$ cat config.mk
export PLATFORM = sky130hd
export DESIGN_NAME = wb_port_arbiter
export DESIGN_NICKNAME = d
export VERILOG_FILES = /design/src/rtl/riscv_pkg.sv /design/src/rtl/wb_port_arbiter_fifo.sv /design/src/rtl/wb_port_arbiter.sv
export SDC_FILE = /design/constraint.sdc
export NUM_CORES = 1
export LEC_CHECK = 0
export BUFFER_PORTS_ARGS = -buffer_cell sky130_fd_sc_hd__buf_2
export CAP_MARGIN = 20
export CORE_ASPECT_RATIO = 1.2
export CORE_MARGIN = 3
export CORE_UTILIZATION = 54
export CTS_CLUSTER_SIZE = 25
export DETAILED_ROUTE_END_ITERATION = 10
export HOLD_SLACK_MARGIN = 0.12
export PLACE_DENSITY = 0.77
export SYNTH_ARGS = -nofsm -noshare
export SYNTH_HDL_FRONTEND = slang
export SYNTH_SLANG_ARGS = --single-unit
export TNS_END_PERCENT = 100
$ cat constraint.sdc
create_clock -name i_clk -period 5.56 [get_ports i_clk]
set_input_delay 1.112 -clock i_clk [delete_from_list [all_inputs] [get_ports i_clk]]
set_output_delay 1.112 -clock i_clk [all_outputs]
set_load 0.03 [all_outputs]
$ cat src/rtl/riscv_pkg.sv
// -----------------------------------------------------------------------------
// riscv_pkg
// Shared constants and types for the register-file writeback path.
//   XLEN     : integer register width
//   REG_AW   : register address width
//   NREGS    : number of architectural registers
//   wb_req_t : one buffered write, {rd, data}
//   REQ_W    : flat width of wb_req_t, used on module ports
//   reg_mask : one-hot decode of a register address
// -----------------------------------------------------------------------------
package riscv_pkg;

    localparam int XLEN   = 64;
    localparam int REG_AW = 5;
    localparam int NREGS  = 1 << REG_AW;

    typedef struct packed {
        logic [REG_AW-1:0] rd;
        logic [XLEN-1:0]   data;
    } wb_req_t;

    localparam int REQ_W = $bits(wb_req_t);

    function automatic logic [NREGS-1:0] reg_mask(input logic [REG_AW-1:0] rd);
        logic [NREGS-1:0] m;
        m     = '0;
        m[rd] = 1'b1;
        return m;
    endfunction

endpackage

$ cat src/rtl/wb_port_arbiter_fifo.sv
// -----------------------------------------------------------------------------
// wb_fifo
// Small circular buffer holding long-latency results until the register-file
// write port is free. Push is ignored when full, pop is ignored when empty.
// Ports:
//   i_clk, i_rst_n   clock, asynchronous active-low reset
//   i_push, i_push_data   write one {rd,data} entry
//   i_pop            retire the head entry
//   o_head           oldest entry (valid only when !o_empty)
//   o_full, o_empty  occupancy flags
// -----------------------------------------------------------------------------
module wb_fifo
    import riscv_pkg::*;
#(
    parameter int DEPTH = 2
)(
    input  logic             i_clk,
    input  logic             i_rst_n,
    input  logic             i_push,
    input  logic [REQ_W-1:0] i_push_data,
    input  logic             i_pop,
    output logic [REQ_W-1:0] o_head,
    output logic             o_full,
    output logic             o_empty
);

    localparam int PTR_W = (DEPTH > 1) ? $clog2(DEPTH) : 1;
    localparam int CNT_W = $clog2(DEPTH + 1);
    localparam logic [PTR_W-1:0] PTR_LAST = PTR_W'(DEPTH - 1);
    localparam logic [CNT_W-1:0] CNT_FULL = CNT_W'(DEPTH);

    logic [REQ_W-1:0] r_mem [DEPTH];
    logic [PTR_W-1:0] r_wr_ptr;
    logic [PTR_W-1:0] r_rd_ptr;
    logic [CNT_W-1:0] r_count;
    logic             w_do_push;
    logic             w_do_pop;

    // Pointers wrap explicitly so DEPTH need not be a power of two.
    function automatic logic [PTR_W-1:0] ptr_inc(input logic [PTR_W-1:0] p);
        return (p == PTR_LAST) ? '0 : p + PTR_W'(1);
    endfunction

    assign o_full    = (r_count == CNT_FULL);
    assign o_empty   = (r_count == '0);
    assign w_do_push = i_push && !o_full;
    assign w_do_pop  = i_pop && !o_empty;
    assign o_head    = r_mem[r_rd_ptr];

    always_ff @(posedge i_clk) begin
        if (w_do_push) begin
            r_mem[r_wr_ptr] <= i_push_data;
        end
    end

    always_ff @(posedge i_clk or negedge i_rst_n) begin
        if (!i_rst_n) begin
            r_wr_ptr <= '0;
            r_rd_ptr <= '0;
            r_count  <= '0;
        end else begin
            if (w_do_push) begin
                r_wr_ptr <= ptr_inc(r_wr_ptr);
            end
            if (w_do_pop) begin
                r_rd_ptr <= ptr_inc(r_rd_ptr);
            end
            case ({w_do_push, w_do_pop})
                2'b10:   r_count <= r_count + CNT_W'(1);
                2'b01:   r_count <= r_count - CNT_W'(1);
                default: r_count <= r_count;
            endcase
        end
    end

endmodule

$ cat src/rtl/wb_port_arbiter.sv
// -----------------------------------------------------------------------------
// wb_port_arbiter
// Shares the single register-file write port between the in-order ALU
// writeback and a long-latency unit. Long-unit results are buffered in
// wb_fifo; a starve counter raises stall_req so buffered results always
// drain. A pending-destination scoreboard answers decode hazard queries.
// Ports:
//   i_clk, i_rst_n                        clock, asynchronous active-low reset
//   i_alu_wb_valid/_rd/_data              ALU writeback request
//   i_lu_issue_valid/_rd                  long op issued, marks rd pending
//   i_lu_done_valid/_rd/_data, o_lu_done_ready   long op result handshake
//   i_dec_rs1/_rs2/_rd, i_dec_use_*       decode operand query
//   o_sb_hazard                           any used operand pending (comb)
//   o_stall_req                           core must hold decode, idle ALU wb
//   o_rf_we/_waddr/_wdata                 registered write port
// -----------------------------------------------------------------------------
module wb_port_arbiter
    import riscv_pkg::*;
#(
    parameter int FIFO_DEPTH = 2,
    parameter int STARVE_MAX = 4
)(
    input  logic              i_clk,
    input  logic              i_rst_n,
    input  logic              i_alu_wb_valid,
    input  logic [REG_AW-1:0] i_alu_wb_rd,
    input  logic [XLEN-1:0]   i_alu_wb_data,
    input  logic              i_lu_issue_valid,
    input  logic [REG_AW-1:0] i_lu_issue_rd,
    input  logic              i_lu_done_valid,
    input  logic [REG_AW-1:0] i_lu_done_rd,
    input  logic [XLEN-1:0]   i_lu_done_data,
    output logic              o_lu_done_ready,
    input  logic [REG_AW-1:0] i_dec_rs1,
    input  logic [REG_AW-1:0] i_dec_rs2,
    input  logic [REG_AW-1:0] i_dec_rd,
    input  logic              i_dec_use_rs1,
    input  logic              i_dec_use_rs2,
    input  logic              i_dec_use_rd,
    output logic              o_sb_hazard,
    output logic              o_stall_req,
    output logic              o_rf_we,
    output logic [REG_AW-1:0] o_rf_waddr,
    output logic [XLEN-1:0]   o_rf_wdata
);

    localparam int CNT_W = (STARVE_MAX > 1) ? $clog2(STARVE_MAX) : 1;
    localparam logic [CNT_W-1:0] STARVE_LAST = CNT_W'(STARVE_MAX - 1);

    logic             w_fifo_full;
    logic             w_fifo_empty;
    logic             w_push;
    logic             w_pop;
    logic             w_alu_sel;
    logic             w_head_blocked;
    logic             w_starve_hit;
    logic [REQ_W-1:0] w_push_bits;
    logic [REQ_W-1:0] w_head_bits;
    wb_req_t          w_head;
    logic [NREGS-1:0] w_pend_set;
    logic [NREGS-1:0] w_pend_clr;

    logic [CNT_W-1:0]  r_starve_cnt;
    logic              r_stall_req;
    logic [NREGS-1:0]  r_pend;
    logic              r_rf_we;
    logic [REG_AW-1:0] r_rf_waddr;
    logic [XLEN-1:0]   r_rf_wdata;

    assign w_push_bits = {i_lu_done_rd, i_lu_done_data};
    assign w_push      = i_lu_done_valid && !w_fifo_full;

    wb_fifo #(
        .DEPTH (FIFO_DEPTH)
    ) u_fifo (
        .i_clk       (i_clk),
        .i_rst_n     (i_rst_n),
        .i_push      (w_push),
        .i_push_data (w_push_bits),
        .i_pop       (w_pop),
        .o_head      (w_head_bits),
        .o_full      (w_fifo_full),
        .o_empty     (w_fifo_empty)
    );

    assign w_head = wb_req_t'(w_head_bits);

    // The head takes the port when the ALU is idle, or once starvation has
    // raised stall_req; an ALU request during a stall is a core fault and
    // still loses to the head.
    assign w_pop          = !w_fifo_empty && (!i_alu_wb_valid || r_stall_req);
    assign w_alu_sel      = i_alu_wb_valid && !w_pop;
    assign w_head_blocked = !w_fifo_empty && !w_pop;
    assign w_starve_hit   = w_head_blocked && (r_starve_cnt == STARVE_LAST);

    always_comb begin
        w_pend_set = '0;
        w_pend_clr = '0;
        if (i_lu_issue_valid && (i_lu_issue_rd != '0)) begin
            w_pend_set = reg_mask(i_lu_issue_rd);
        end
        if (w_pop) begin
            w_pend_clr = reg_mask(w_head.rd);
        end
    end

    // Pre-edge scoreboard only: a register retiring this cycle still reads
    // as pending until the following cycle.
    assign o_sb_hazard = (i_dec_use_rs1 && r_pend[i_dec_rs1])
                       | (i_dec_use_rs2 && r_pend[i_dec_rs2])
                       | (i_dec_use_rd  && r_pend[i_dec_rd]);

    assign o_lu_done_ready = !w_fifo_full;
    assign o_stall_req     = r_stall_req;
    assign o_rf_we         = r_rf_we;
    assign o_rf_waddr      = r_rf_waddr;
    assign o_rf_wdata      = r_rf_wdata;

    always_ff @(posedge i_clk or negedge i_rst_n) begin
        if (!i_rst_n) begin
            r_starve_cnt <= '0;
            r_stall_req  <= 1'b0;
            r_pend       <= '0;
        end else begin
            if (w_pop) begin
                r_starve_cnt <= '0;
            end else if (w_head_blocked && (r_starve_cnt != STARVE_LAST)) begin
                r_starve_cnt <= r_starve_cnt + CNT_W'(1);
            end

            if (w_pop) begin
                r_stall_req <= 1'b0;
            end else if (w_starve_hit) begin
                r_stall_req <= 1'b1;
            end

            // Set after clear so an issue to the retiring rd keeps it pending.
            r_pend <= (r_pend & ~w_pend_clr) | w_pend_set;
        end
    end

    always_ff @(posedge i_clk or negedge i_rst_n) begin
        if (!i_rst_n) begin
            r_rf_we    <= 1'b0;
            r_rf_waddr <= '0;
            r_rf_wdata <= '0;
        end else if (w_alu_sel) begin
            r_rf_we    <= (i_alu_wb_rd != '0);
            r_rf_waddr <= i_alu_wb_rd;
            r_rf_wdata <= i_alu_wb_data;
        end else if (w_pop) begin
            r_rf_we    <= (w_head.rd != '0);
            r_rf_waddr <= w_head.rd;
            r_rf_wdata <= w_head.data;
        end else begin
            r_rf_we    <= 1'b0;
        end
    end

endmodule

==> run summary <==
Yosys top cell by area = edfxtp_1
Max_cap viols = 0
Setup Fix Bufs, Post-CTS = 0
Final Hold Viols = 0
Synth area leaders = edfxtp_1 (40%), dfrtp_1 (26%), o21ai_0 (9.2%), mux2i_1 (7.2%), nand2_1 (5.4%)
DIE AREA = 21000 µm²
Yosys warning count = 0
Buf/Inv on CP = 2
Residual DRC count = 0
Fin util = 68.5%
WHS = 0.474 ns
Skew final = 0.00853 ns
Max transition margin = 32.2%
CTS root buffer = clkbuf_16
WL/cell = 18.5 µm
Top cell type's share of synthesized area = 39.9%
Routed WL = 24300 µm
Die height = 158 µm
Global-route wire length before repair = 37700 µm
VDD IR-drop max = 0.330 mV
Clk slew on worst S/H paths = 0.06 ns
Num CTS Buffers = 25
Net Switching = 2.61 mW
CP dominant cell by count = buf_2
Clk network pwr share = 24.5%
RSZ-0062 raised after global routing = false
Final net count = 1204
Min-delay worst type = flip-flop to flip-flop
Synth Net Count = 975
Post-CTS sizing = 0
Worst-path maximum fanout = 7
Sink Count = 247
Most common cell after layout, fill and taps aside = buf_2
Most frequent cells in the layout = buf_2 (237), o21ai_0 (192), nand2_1 (150)
Initial core utilization = 56.2%
Critical Path Max Stage Delay = 0.58 ns
CTS tree = built
Sw Ratio = 36.4%
Initial antenna violation count = 6
Period utilisation layout = 71.7%
Clk_lat worst skew = 0.51 ns
Placer Congestion = 0.867
H-tree depth = 1
Pre-CTS WS = 1.56 ns
Leakage = 5.27 nW
IO Pins = 239
Maximum clock path buffer count = 3
Share of power burned in registers = 42.0%
Placed cell count = 1261
Final HPWL DP = 16400 µm
Max Slew Vio Count = 0
Post-synthesis sequential area ratio = 66.1%
Outcome = complete, no violations
Die extent in x = 133 µm
Crit-path leading delay family = multiplexers
Worst Setup Start Kind = primary input
Finished Cell Area = 12700 µm²
Peak Freq = 251 MHz
Syn avg cell area = 12.9 µm²
Hold_buf cts = 0
Avg Vias per Cell = 5.54
Vias = 7257
Post-synthesis cell count = 807
DR pass1 iterations = 5
Mapped Area = 10400 µm²
Logic pwr share = 33.5%
Tmin final = 3.99 ns
Slew @ Worst Pin = 1.02 ns
Total Power = 7.16 mW
P_int = 4.55 mW
CP endpoint kind = output port
Synth unique cells = 30
Final setup violation count = 0
Initial drt markers = 506
GRT overflow = 0
CP arrival = 2.88 ns
Core area = 18500 µm²
Area Overhead vs Synth = 21.9%
Setup slack, reg-to-reg = 3.08 ns
TNS Setup = 0 ns
Finished Layout Cells = 1311
#FFs+latches synth = 247
Power per cell area = 565 nW/µm²
GRT Util Overall = 22.4%
Placed cell areas = 11800 µm²
Final Worst Setup Slack = 1.57 ns
Largest net degree at the start of global routing = 81
Slowest CP cell = mux4_1
Worst EP required = 4.45 ns
Port buffer count = 238
Share of post-route cells with drive strength above 1 = 29.7%
# rows = 54
Detail Route Antenna Nets = 0
CP cell instances = buf_2, mux4_1, mux4_2, o21a_1, o21ai_1, nand4_1, buf_2
Setup CP Type = primary input to output port
Number of global-route vias before repair = 7268
-- logic make-up (layout without fill, tap and decap cells) --
group | Yosys count | in the layout | synth area share, %
AOI/OAI and AO/OA | 210 | 210 | 10.4
xor gates and xnor gates | 5 | 5 | 0.421
adders and majority gates | 2 | 2 | 0.241
buffers and inverters | 47 | 294 | 1.99
DFF | 247 | 247 | 66.1
muxes | 104 | 104 | 13.4
other | 0 | 5 | 0
and+or+nand+nor | 192 | 192 | 7.48
-- power by group through the flow --
stage / clock (mW) / combinational (mW) / sequential, mW
final: 1.75 / 2.40 / 3.01
after global routing: 1.87 / 2.64 / 3.08
after CTS: 1.78 / 2.43 / 3.01
after detailed placement: 0 / 2.42 / 3.04
after global placement: 0 / 2.37 / 3.01
after floorplan: 0 / 1.24 / 3.43
-- synthesized netlist by cell type --
| library cell | number |
|---|---|
| buf_1 | 1 |
| xor2_1 | 2 |
| nor2b_1 | 8 |
| buf_2 | 15 |
| nand2b_1 | 4 |
| dfrtp_1 | 109 |
| a221o_1 | 4 |
| o2111ai_1 | 3 |
| and3_1 | 1 |
| mux2i_1 | 75 |
| xnor2_1 | 3 |
| nand2_1 | 150 |
| buf_4 | 1 |
| buf_6 | 1 |
| mux4_2 | 21 |
| o21ai_1 | 5 |
| edfxtp_1 | 138 |
| inv_1 | 3 |
| o21a_1 | 1 |
| mux2_2 | 3 |
| o21ai_0 | 192 |
| a21oi_1 | 5 |
| ha_1 | 2 |
| nor2_1 | 12 |
| or2_0 | 1 |
| nand3_1 | 8 |
| nand4_1 | 2 |
| nor3_1 | 6 |
| clkbuf_1 | 26 |
| mux4_1 | 5 |
-- final cells by class --
type                            instances  area, µm²
Inverter                                3       11.3
Tap cell                              252        315
Fill cell                            1379       5840
Clock buffer                           33        676
Multi-Input combinational cell        513       3350
Antenna cell                            5       12.5
Sequential cell                       247       6880
Clock inverter                         12        184
Timing Repair Buffer                  246       1250
-- metal layers --
metal	track usage (%)	vias to the layer above	share of wire (%)	wire, µm
met5	0	-	0.095	23
met4	8.37	4	3.1	763
met3	4.93	58	6.9	1680
met2	39.1	287	51	12400
met1	27.8	3469	39	9450
li1	-	3439	-	-
-- sequential cells by signal (all words and copies together) (netlist names), 2 cells and up --
name            count
o_rf_wdata         64
o_rf_waddr          5
u_fifo.r_count      2
r_starve_cnt        2
r_pend             32
u_fifo.r_mem      138
-- tightest hold or removal path, delay by kind of cell (launching register included) --
| kind | cells | cell delay, ns |
|---|---|---|
| AND/OR/NAND/NOR | 1 | 0.05 |
| AO/OA/AOI/OAI | 1 | 0.06 |
| flip-flops | 1 | 0.34 |
-- worst paths after layout --
kind,from,cells past startpoint,endpoint
worst max-delay path,i_dec_rs1[0],7,o_sb_hazard
worst min-delay path,o_rf_wdata[1],2,o_rf_wdata[1]
worst max register to register,u_fifo.r_count[0],6,o_rf_wdata[50]
worst min register to register,o_rf_wdata[1],2,o_rf_wdata[1]
max in group asynchronous,i_rst_n,2,u_fifo.r_rd_ptr
min in group asynchronous,i_rst_n,1,o_rf_wdata[26]
(Power assumes the default switching activity.)
